--- src/rtl/key_filter_pkg.sv ---
// Shared definitions for the key filter: per-channel FSM state codes and a width helper.
package key_filter_pkg;

  typedef logic [1:0] chan_state_t;

  // PRESSED and RELEASE_WAIT share bit 1 so the debounced level is just state[1]
  localparam chan_state_t ST_IDLE         = 2'd0;
  localparam chan_state_t ST_PRESS_WAIT   = 2'd1;
  localparam chan_state_t ST_PRESSED      = 2'd2;
  localparam chan_state_t ST_RELEASE_WAIT = 2'd3;

  function automatic int clog2_width(input int value);
    int w;
    w = 1;
    while ((1 << w) < value) w++;
    return w;
  endfunction

endpackage

--- src/rtl/key_filter_chan.sv ---
// One key channel: 2-flop synchroniser, debounce FSM and auto-repeat timer.
module key_filter_chan
  import key_filter_pkg::*;
#(
  parameter int ACTIVE_LOW      = 1,
  parameter int DEBOUNCE_CYCLES = 2_000_000,
  parameter int REPEAT_EN       = 0,
  parameter int REPEAT_DELAY    = 50_000_000,
  parameter int REPEAT_PERIOD   = 10_000_000
) (
  input  logic clk,
  input  logic rst,
  input  logic key_n,
  output logic key_state,
  output logic press_pulse,
  output logic release_pulse,
  output logic repeat_pulse
);

  localparam int CW = clog2_width(DEBOUNCE_CYCLES);
  localparam int HW = clog2_width(REPEAT_DELAY + 1);
  localparam int PW = clog2_width(REPEAT_PERIOD);
  localparam logic [CW-1:0] CNT_LAST  = CW'(DEBOUNCE_CYCLES - 1);
  localparam logic [HW-1:0] HOLD_FIRE = HW'(REPEAT_DELAY - 1);
  localparam logic [HW-1:0] HOLD_SAT  = HW'(REPEAT_DELAY);
  localparam logic [PW-1:0] PER_LAST  = PW'(REPEAT_PERIOD - 1);
  localparam logic RELEASED_RAW = (ACTIVE_LOW != 0);
  localparam logic REP_ON       = (REPEAT_EN != 0);

  logic [1:0]    sync;
  logic          sample;
  chan_state_t   state;
  logic [CW-1:0] cnt;
  logic [HW-1:0] hold;
  logic [PW-1:0] per;
  logic          press_done;
  logic          release_done;
  logic          held;

  always_ff @(posedge clk or negedge rst) begin
    if (!rst) sync <= {2{RELEASED_RAW}};
    else      sync <= {sync[0], key_n};
  end

  // XOR with the released level normalises the sample to 1 = pressed
  assign sample       = sync[1] ^ RELEASED_RAW;
  assign key_state    = state[1];
  assign press_done   = (state == ST_PRESS_WAIT) && sample && (cnt == CNT_LAST);
  assign release_done = (state == ST_RELEASE_WAIT) && !sample && (cnt == CNT_LAST);
  assign held         = key_state && !release_done;

  always_ff @(posedge clk or negedge rst) begin
    if (!rst) begin
      state         <= ST_IDLE;
      cnt           <= '0;
      press_pulse   <= 1'b0;
      release_pulse <= 1'b0;
    end else begin
      press_pulse   <= press_done;
      release_pulse <= release_done;
      case (state)
        ST_IDLE:
          if (sample) begin
            state <= ST_PRESS_WAIT;
            cnt   <= '0;
          end
        ST_PRESS_WAIT:
          if (!sample)         state <= ST_IDLE;
          else if (press_done) state <= ST_PRESSED;
          else                 cnt   <= cnt + 1'b1;
        ST_PRESSED:
          if (!sample) begin
            state <= ST_RELEASE_WAIT;
            cnt   <= '0;
          end
        ST_RELEASE_WAIT:
          if (sample)            state <= ST_PRESSED;
          else if (release_done) state <= ST_IDLE;
          else                   cnt   <= cnt + 1'b1;
        default: state <= ST_IDLE;
      endcase
    end
  end

  // Hold timer saturates after the first repeat; the period counter takes over from there
  always_ff @(posedge clk or negedge rst) begin
    if (!rst) begin
      hold         <= '0;
      per          <= '0;
      repeat_pulse <= 1'b0;
    end else begin
      repeat_pulse <= 1'b0;
      if (press_done) begin
        hold <= '0;
        per  <= '0;
      end else if (held) begin
        if (hold < HOLD_FIRE) begin
          hold <= hold + 1'b1;
        end else if (hold == HOLD_FIRE) begin
          hold         <= HOLD_SAT;
          per          <= '0;
          repeat_pulse <= REP_ON;
        end else if (per == PER_LAST) begin
          per          <= '0;
          repeat_pulse <= REP_ON;
        end else begin
          per <= per + 1'b1;
        end
      end
    end
  end

endmodule

--- src/rtl/key_filter.sv ---
// Multi-channel key debouncer with press/release/auto-repeat pulses; one channel block per key.
module key_filter #(
  parameter int N               = 4,
  parameter int ACTIVE_LOW      = 1,
  parameter int DEBOUNCE_CYCLES = 2_000_000,
  parameter int REPEAT_EN       = 0,
  parameter int REPEAT_DELAY    = 50_000_000,
  parameter int REPEAT_PERIOD   = 10_000_000
) (
  input  logic         clk,
  input  logic         rst,
  input  logic [N-1:0] key_n,
  output logic [N-1:0] key_state,
  output logic [N-1:0] press_pulse,
  output logic [N-1:0] release_pulse,
  output logic [N-1:0] repeat_pulse
);

  for (genvar i = 0; i < N; i++) begin : g_chan
    key_filter_chan #(
      .ACTIVE_LOW      (ACTIVE_LOW),
      .DEBOUNCE_CYCLES (DEBOUNCE_CYCLES),
      .REPEAT_EN       (REPEAT_EN),
      .REPEAT_DELAY    (REPEAT_DELAY),
      .REPEAT_PERIOD   (REPEAT_PERIOD)
    ) u_chan (
      .clk           (clk),
      .rst           (rst),
      .key_n         (key_n[i]),
      .key_state     (key_state[i]),
      .press_pulse   (press_pulse[i]),
      .release_pulse (release_pulse[i]),
      .repeat_pulse  (repeat_pulse[i])
    );
  end

endmodule

--- config.mk ---
export PLATFORM = sky130hd
export DESIGN_NAME = key_filter
export DESIGN_NICKNAME = d
export VERILOG_FILES = /design/src/rtl/key_filter_pkg.sv /design/src/rtl/key_filter_chan.sv /design/src/rtl/key_filter.sv
export SDC_FILE = /design/constraint.sdc
export NUM_CORES = 1
export LEC_CHECK = 0
export ABC_AREA = 1
export CAP_MARGIN = 20
export CORE_UTILIZATION = 60
export CTS_CLUSTER_DIAMETER = 200
export DETAILED_ROUTE_END_ITERATION = 8
export MAX_ROUTING_LAYER = met4
export PLACE_DENSITY = 0.81
export SLEW_MARGIN = 5
export SYNTH_ARGS = -nofsm -noshare
export SYNTH_HDL_FRONTEND = slang
export SYNTH_SLANG_ARGS = --single-unit
--- constraint.sdc ---
create_clock -name clk -period 3.8 [get_ports clk]
set_input_delay 0.57 -clock clk [delete_from_list [all_inputs] [get_ports clk]]
set_output_delay 0.57 -clock clk [all_outputs]
set_load 0.01 [all_outputs]
==> impl_metrics.csv, run 1 <==
group,metric,value,unit
clock_tree,postCtsSetupRepairBufs,0,
detailed_routing,post_drt_wl_per_cell,12.7,um
cells_and_area,fill_cells,913,
cells_and_area,drive_gt1_frac,0.0935,
placed_design,gp_congestion,0.932,
timing,min_period_over_period,0.601,
placed_design,post-place-ws,1.49,ns
setup_path,crit_path_end_kind,"flip-flop",
floorplanning,die_h,106,um
timing,maxSlewHeadroom,0.458,
clock_tree,cts-htree-levels,3,
detailed_routing,antenna_left,0,
cells_and_area,num-nets-final,903,
clock_tree,root_buffer,"clkbuf_8",
setup_path,cp-start-kind,"flip-flop",
pwr,peakVddDrop,0.000263,V
timing,clock_skew,0.0122,ns
timing,slew_violations,0,
cells_and_area,regArea,0.00271,mm2
logic_synthesis,netlist_instances,888,
clock_tree,cts-hold-fix-buffers,0,
detailed_routing,drtIter0Drc,255,
floorplanning,core,0.0104,mm2
timing,final.min_clock_period,2.28,ns
grt,overflow,0,
timing,final-setup-viol-count,0,
clock_tree,cts_tree,"built",
grt,grt_busiest_layer,"met2",
detailed_routing,via_per_inst,5.26,
clock_tree,clock-sinks,108,
cells_and_area,final_common_cell,"nand2_1",
logic_synthesis,synth_area,0.00650,mm2
detailed_routing,wl,13100,um
floorplanning,boundaryPins,22,
timing,tns,0,ns
cells_and_area,antenna_cells,0,
setup_path,r2r-start,"g_chan[0].u_chan.cnt[0]$_DFFE_PN0P_",
setup_path,crit_type,"flip-flop to flip-flop",
grt,grt_pass1_vias,5008,
setup_path,worstPathRequired,4.13,ns
setup_path,crit_arrival,2.61,ns
grt,grt_use_met2,0.408,
run_status,outcome,"finished clean",
placed_design,io_buffers,17,
pwr,p_leak,2.97,nW
detailed_routing,vias,5434,
clock_tree,clk_latency,0.41,ns
floorplanning,initial_core_util,0.624,
timing,worst_slack,1.52,ns
grt,antenna_found_initial,0,
timing,hold_slack,0.261,ns
timing,tightest_slew,0.812,ns
logic_synthesis,ys_warn_count,0,
timing,final_hold_viol_count,0,
logic_synthesis,synth-seq-area-share,0.417,
floorplanning,num_rows,37,
pwr,power.density,311,mW/mm2
clock_tree,clk_path_buf_depth,2,
clock_tree,post_cts_resized,0,
logic_synthesis,avgSynthCellArea,7.32,um2
cells_and_area,layout_common_cells,"281 x nand2_1, 121 x nor2_1, 100 x dfrtp_1",
worst_hold_path,hold_class,"primary input to async pin",
pwr,p_total,0.00214,W
grt,grt_max_degree,67,
logic_synthesis,ys_types,41,
cells_and_area,multi_input_area,0.00330,mm2
grt,grt_pass1_wl,23200,um
cells_and_area,area_growth,5.95,%
grt,track_usage,0.266,
clock_tree,cts_made_buffers,9,
placed_design,place_inst,1018,
detailed_routing,drt-pass1-iter-count,5,
floorplanning,dieArea,0.0113,mm2
clock_tree,clk_pin_slew,0.12,ns
setup_path,regToRegSetupSlack,1.52,ns
setup_path,crit_path_max_fanout,11,
detailed_routing,drc,0,
flow_run,max_cap_violations,0,
floorplanning,die_w,106,um
placed_design,place_hpwl,9390,um
setup_path,reg2reg_depth,7,
setup_path,reg2reg_to,"g_chan[0].u_chan.cnt[16]$_DFFE_PN0P_",
cells_and_area,final_cells,1034,
grt,grt_util_met1,0.354,
timing,rsz0062_at_grt,"false",
timing,clock.fmax,0.438,GHz
logic_synthesis,synth-seq-cells,108,
grt,use_met3,0.0595,
[where the power goes]
group	total (W)	internal, W	leakage [nW]	switching [W]
clock	0.000782	0.000327	0.112	0.000455
combinational	0.000140	0.0000378	1.39	0.000103
sequential	0.00122	0.00118	1.47	0.0000375
total	0.00214	0.00155	2.97	0.000595
[cell type report]
type / count / share of cell area
sequential: 108 / 0.394
multi-input combinational: 679 / 0.480
clock buffer: 9 / 0.0180
inverter: 77 / 0.0420
tap: 136 / 0.0247
timing repair buffer: 18 / 0.0272
clock inverter: 7 / 0.0145
[flip-flops by register name, summed over array words and instances, names as in the netlist, named ones only]
register                     flops
g_chan.u_chan.press_pulse        4
g_chan.u_chan.release_pulse      4
g_chan.u_chan.state              4
g_chan.u_chan.cnt               84
g_chan.u_chan.sync               8
[worst max path at each step]
stage / startpoint / to / depth (start not counted)
5_1_grt: g_chan[0].u_chan.cnt[0]$_DFFE_PN0P_ / g_chan[0].u_chan.cnt[11]$_DFFE_PN0P_ / 7
3_5_place_dp: g_chan[0].u_chan.cnt[0]$_DFFE_PN0P_ / g_chan[0].u_chan.cnt[9]$_DFFE_PN0P_ / 7
2_1_floorplan: g_chan[1].u_chan.cnt[0]$_DFFE_PN0P_ / g_chan[1].u_chan.cnt[17]$_DFFE_PN0P_ / 9
6_report: g_chan[0].u_chan.cnt[0]$_DFFE_PN0P_ / g_chan[0].u_chan.cnt[16]$_DFFE_PN0P_ / 7
3_3_place_gp: g_chan[0].u_chan.cnt[0]$_DFFE_PN0P_ / g_chan[0].u_chan.cnt[11]$_DFFE_PN0P_ / 7
4_1_cts: g_chan[0].u_chan.cnt[0]$_DFFE_PN0P_ / g_chan[0].u_chan.cnt[16]$_DFFE_PN0P_ / 7
[through the flow]
stage                      util  instance area, um2
final                     0.661                6890
after global routing      0.661                6890
after CTS                 0.661                6890
after detailed placement  0.640                6660
after global placement    0.640                6660
after floorplan               -                6510
[per-layer routing]
layer	vias to the layer above	wire length, um
li1	2829	-
met1	2472	6270
met2	110	6090
met3	23	543
met4	0	238
met5	-	0
[worst max-delay path, cell delays in order, from the launching register on]
cell and delay, ns:
dfrtp_1 0.40, ha_1 0.22, nand3_2 0.14, nor2_1 0.13, nand3_1 0.14, o21bai_1 0.68, nand2_1 0.27, o21ai_0 0.22
[synth_stat cells]
| cell type | instances | area [um2] |
|---|---|---|
| or2_2 | 4 | 25.0 |
| nand2_2 | 11 | 68.8 |
| clkbuf_2 | 1 | 5.00 |
| inv_1 | 72 | 270 |
| and2_1 | 1 | 6.26 |
| o21ai_0 | 48 | 240 |
| xnor2_1 | 7 | 61.3 |
| buf_8 | 1 | 15.0 |
| buf_12 | 1 | 20.0 |
| inv_2 | 5 | 18.8 |
| dfrtp_1 | 100 | 2500 |
| nand2_1 | 281 | 1050 |
| a21oi_1 | 1 | 5.00 |
| conb_1 | 1 | 3.75 |
| nand3_1 | 88 | 440 |
| buf_4 | 19 | 143 |
| nand2_4 | 3 | 33.8 |
| a31o_2 | 1 | 8.76 |
| nor3_2 | 3 | 30.0 |
| nor2_2 | 6 | 37.5 |
| or2_0 | 1 | 6.26 |
| nor2_4 | 3 | 33.8 |
| nand3_2 | 2 | 20.0 |
| nand4_1 | 14 | 87.6 |
| ha_1 | 4 | 50.1 |
| a31oi_1 | 1 | 6.26 |
| nand3_4 | 1 | 17.5 |
| o21ai_4 | 1 | 16.3 |
| o21ai_2 | 16 | 140 |
| nand3b_1 | 2 | 15.0 |
| and2_0 | 1 | 6.26 |
| xor2_1 | 29 | 254 |
| o21ai_1 | 7 | 35.0 |
| nor3_1 | 10 | 50.1 |
| o21bai_1 | 5 | 37.5 |
| dfstp_2 | 8 | 210 |
| nand2_8 | 2 | 40.0 |
| clkbuf_1 | 1 | 3.75 |
| a21o_1 | 1 | 7.51 |
| nor2_1 | 121 | 454 |
| buf_2 | 4 | 20.0 |
[kinds of logic (layout without fill, tap and decap cells)]
| logic type | after synthesis | count (layout) | share of synthesized area |
|---|---|---|---|
| compound gates | 81 | 81 | 0.0764 |
| flops | 108 | 108 | 0.417 |
| xor+xnor | 36 | 36 | 0.0485 |
| simple gates | 554 | 554 | 0.373 |
| buf+inv | 104 | 111 | 0.0762 |
| fa+ha+maj | 4 | 4 | 0.00770 |
| other cells | 1 | 4 | 0.000577 |
Note: power is estimated with default switching activity, not from simulation.
==> run 2: changes to the inputs <==
- CORE_UTILIZATION: 60 -> 56
- PLACE_DENSITY: 0.81 -> 0.8
- clock period: 3.8 -> 2 ns (I/O delays scaled with it)
==> run 2 against run 1 <==
  * Clock power grew to 2.6 times the previous value
  * First-iteration DRC count grew 19%
  * Sequential cell count is the same
  * Fmax grew 28%
  * Critical path type unchanged
  * Critical endpoint is now g_chan[1].u_chan.cnt[17]$_DFFE_PN0P_
==> impl_metrics.csv, run 2 (same netlist as run 1, synthesis figures left out) <==
group,metric,value,unit
pwr,p_total,0.00465,W
clock_tree,cts_made_buffers,9,
cells_and_area,largest_reg_flops,84,
clock_tree,clk_latency,0.36,ns
cells_and_area,final_common_cell,"nand2_1",
timing,maxSlewHeadroom,0.648,
setup_path,crit_top_cell,"nand3_1",
pwr,power.density,653,mW/mm2
setup_path,worstPathRequired,2.23,ns
flow_run,max_cap_violations,0,
cells_and_area,top_regs,"g_chan.u_chan.cnt: 84 flops, g_chan.u_chan.sync: 8 flops",
worst_hold_path,worstHoldStart,"key_n[1]",
setup_path,reg2reg_depth,9,
detailed_routing,vias,5568,
grt,antenna_found_initial,0,
detailed_routing,drt-pass1-iter-count,8,
detailed_routing,drc,0,
setup_path,r2r-start,"g_chan[1].u_chan.cnt[0]$_DFFE_PN0P_",
pwr,p_leak,3.08,nW
timing,final.min_clock_period,1.78,ns
setup_path,crit_path_end_kind,"flip-flop",
setup_path,max_stage_delay,0.43,ns
cells_and_area,area_growth,9.51,%
timing,min_period_over_period,0.890,
pwr,p_clk_frac,0.438,
detailed_routing,post_drt_wl_per_cell,13.0,um
setup_path,crit_chain,"ha_2 -> nand3_1 -> inv_2 -> nand3_1 -> nor2_1 -> nand3_1 -> nand2_2 -> buf_6 -> o21ai_0",
cells_and_area,final_core_util,0.643,
grt,overflow,0,
setup_path,cp-start-kind,"flip-flop",
timing,tns,0,ns
grt,track_usage,0.256,
cells_and_area,top_register,"g_chan.u_chan.cnt",
cells_and_area,drive_gt1_frac,0.104,
setup_path,critical_path.slowest_cell,"dfrtp_2",
clock_tree,cts-htree-levels,3,
setup_path,crit_path_max_fanout,20,
setup_path,crit_arrival,2.01,ns
floorplanning,dieArea,0.0120,mm2
timing,final-setup-viol-count,0,
detailed_routing,wl_met2,6220,um
floorplanning,core,0.0111,mm2
floorplanning,num_rows,38,
worst_hold_path,hold_depth,1,
placed_design,io_buffers,17,
detailed_routing,wirelength_met1,6620,um
detailed_routing,wl,13600,um
grt,grt_pass1_wl,23400,um
placed_design,gp_congestion,0.921,
setup_path,crit_type,"flip-flop to flip-flop",
setup_path,regToRegSetupSlack,0.22,ns
timing,clock_skew,0.0120,ns
clock_tree,clock-sinks,108,
pwr,power_frac_seq,0.498,
detailed_routing,highest_layer,"met4",
worst_hold_path,holdPathEnd,"g_chan[1].u_chan.sync[0]$_DFF_PN1_",
clock_tree,postCtsSetupRepairBufs,0,
floorplanning,die_w,110,um
cells_and_area,layout_common_cells,"281 x nand2_1, 121 x nor2_1, 99 x dfrtp_1",
detailed_routing,via_per_inst,5.31,
grt,grt_max_degree,47,
grt,grt_pass1_vias,5217,
cells_and_area,antenna_cells,0,
pwr,p_int,0.00356,W
setup_path,cp_top_family,"simple AND/OR/NAND/NOR gates",
pwr,p_switching,0.00109,W
detailed_routing,antenna_left,0,
timing,clock.fmax,0.562,GHz
timing,tightest_slew,0.527,ns
pwr,p_comb_frac,0.063,
timing,final_hold_viol_count,0,
timing,rsz0062_at_grt,"false",
floorplanning,die_h,110,um
pwr,switching_share,0.234,
setup_path,reg2reg_to,"g_chan[1].u_chan.cnt[17]$_DFFE_PN0P_",
clock_tree,root_buffer,"clkbuf_16",
run_status,outcome,"finished clean",
setup_path,cp_num_buf_inv,2,
cells_and_area,num-nets-final,913,
floorplanning,initial_core_util,0.587,
worst_hold_path,hold_class,"primary input to flip-flop",
detailed_routing,wl_met3,568,um
clock_tree,clk_path_buf_depth,2,
clock_tree,cts_tree,"built",
floorplanning,boundaryPins,22,
clock_tree,clk_pin_slew,0.08,ns
timing,slew_violations,0,
detailed_routing,drtIter0Drc,303,
pwr,peakVddDrop,0.000672,V
placed_design,place_hpwl,9860,um
run 2: power by group through the flow:
stage / Combinational [W] / Clock, W / Sequential (W)
after CTS: 0.000298 / 0.00209 / 0.00232
after detailed placement: 0.000294 / 0 / 0.00236
final: 0.000294 / 0.00204 / 0.00232
after global placement: 0.000290 / 0 / 0.00235
after floorplan: 0.000193 / 0 / 0.00233
after global routing: 0.000339 / 0.00218 / 0.00233
run 2: timing repair:
action                                  CTS  global route
hold buffers                              1             0
endpoints found under the setup margin    0            20
hold endpoints to repair                 27             0
gates resized for setup                   0             5
run 2: per-stage QoR:
stage	std cells	cell area (um2)	setup WS [ns]	hold WS (ns)
6_report	1048	7120	0.220	0.348
2_1_floorplan	891	6510	0.442	0.00441
5_1_grt	1048	7120	0.0114	0.346
3_3_place_gp	1031	6750	0.222	0.264
3_5_place_dp	1031	6750	0.113	0.266
4_1_cts	1048	7100	0.0749	0.338
run 2: final cells by class:
type / instances / area [um2]
Tap cell: 140 / 175
Multi-Input combinational cell: 679 / 3320
Sequential cell: 108 / 2710
Inverter: 77 / 289
Clock buffer: 10 / 229
Clock inverter: 6 / 113
Timing Repair Buffer: 28 / 282
Fill cell: 969 / 3960
run 2: worst max path at each step:
stage                                         from                              endpoint  slack (ns)  cells after the start
2_1_floorplan  g_chan[1].u_chan.cnt[0]$_DFFE_PN0P_  g_chan[1].u_chan.cnt[17]$_DFFE_PN0P_        0.44                      9
3_3_place_gp   g_chan[1].u_chan.cnt[0]$_DFFE_PN0P_  g_chan[1].u_chan.cnt[19]$_DFFE_PN0P_        0.22                      9
3_5_place_dp   g_chan[1].u_chan.cnt[0]$_DFFE_PN0P_  g_chan[1].u_chan.cnt[17]$_DFFE_PN0P_        0.11                      9
4_1_cts        g_chan[1].u_chan.cnt[0]$_DFFE_PN0P_  g_chan[1].u_chan.cnt[17]$_DFFE_PN0P_        0.07                      9
5_1_grt        g_chan[3].u_chan.cnt[0]$_DFFE_PN0P_   g_chan[3].u_chan.cnt[9]$_DFFE_PN0P_        0.01                      8
6_report       g_chan[1].u_chan.cnt[0]$_DFFE_PN0P_  g_chan[1].u_chan.cnt[17]$_DFFE_PN0P_        0.22                      9
run 2: layer usage:
layer  vias to the layer above  GRT usage
met3                        17     0.0522
met5                         -          -
met1                      2589      0.337
met2                       131      0.398
met4                         0     0.0838
li1                       2831          -
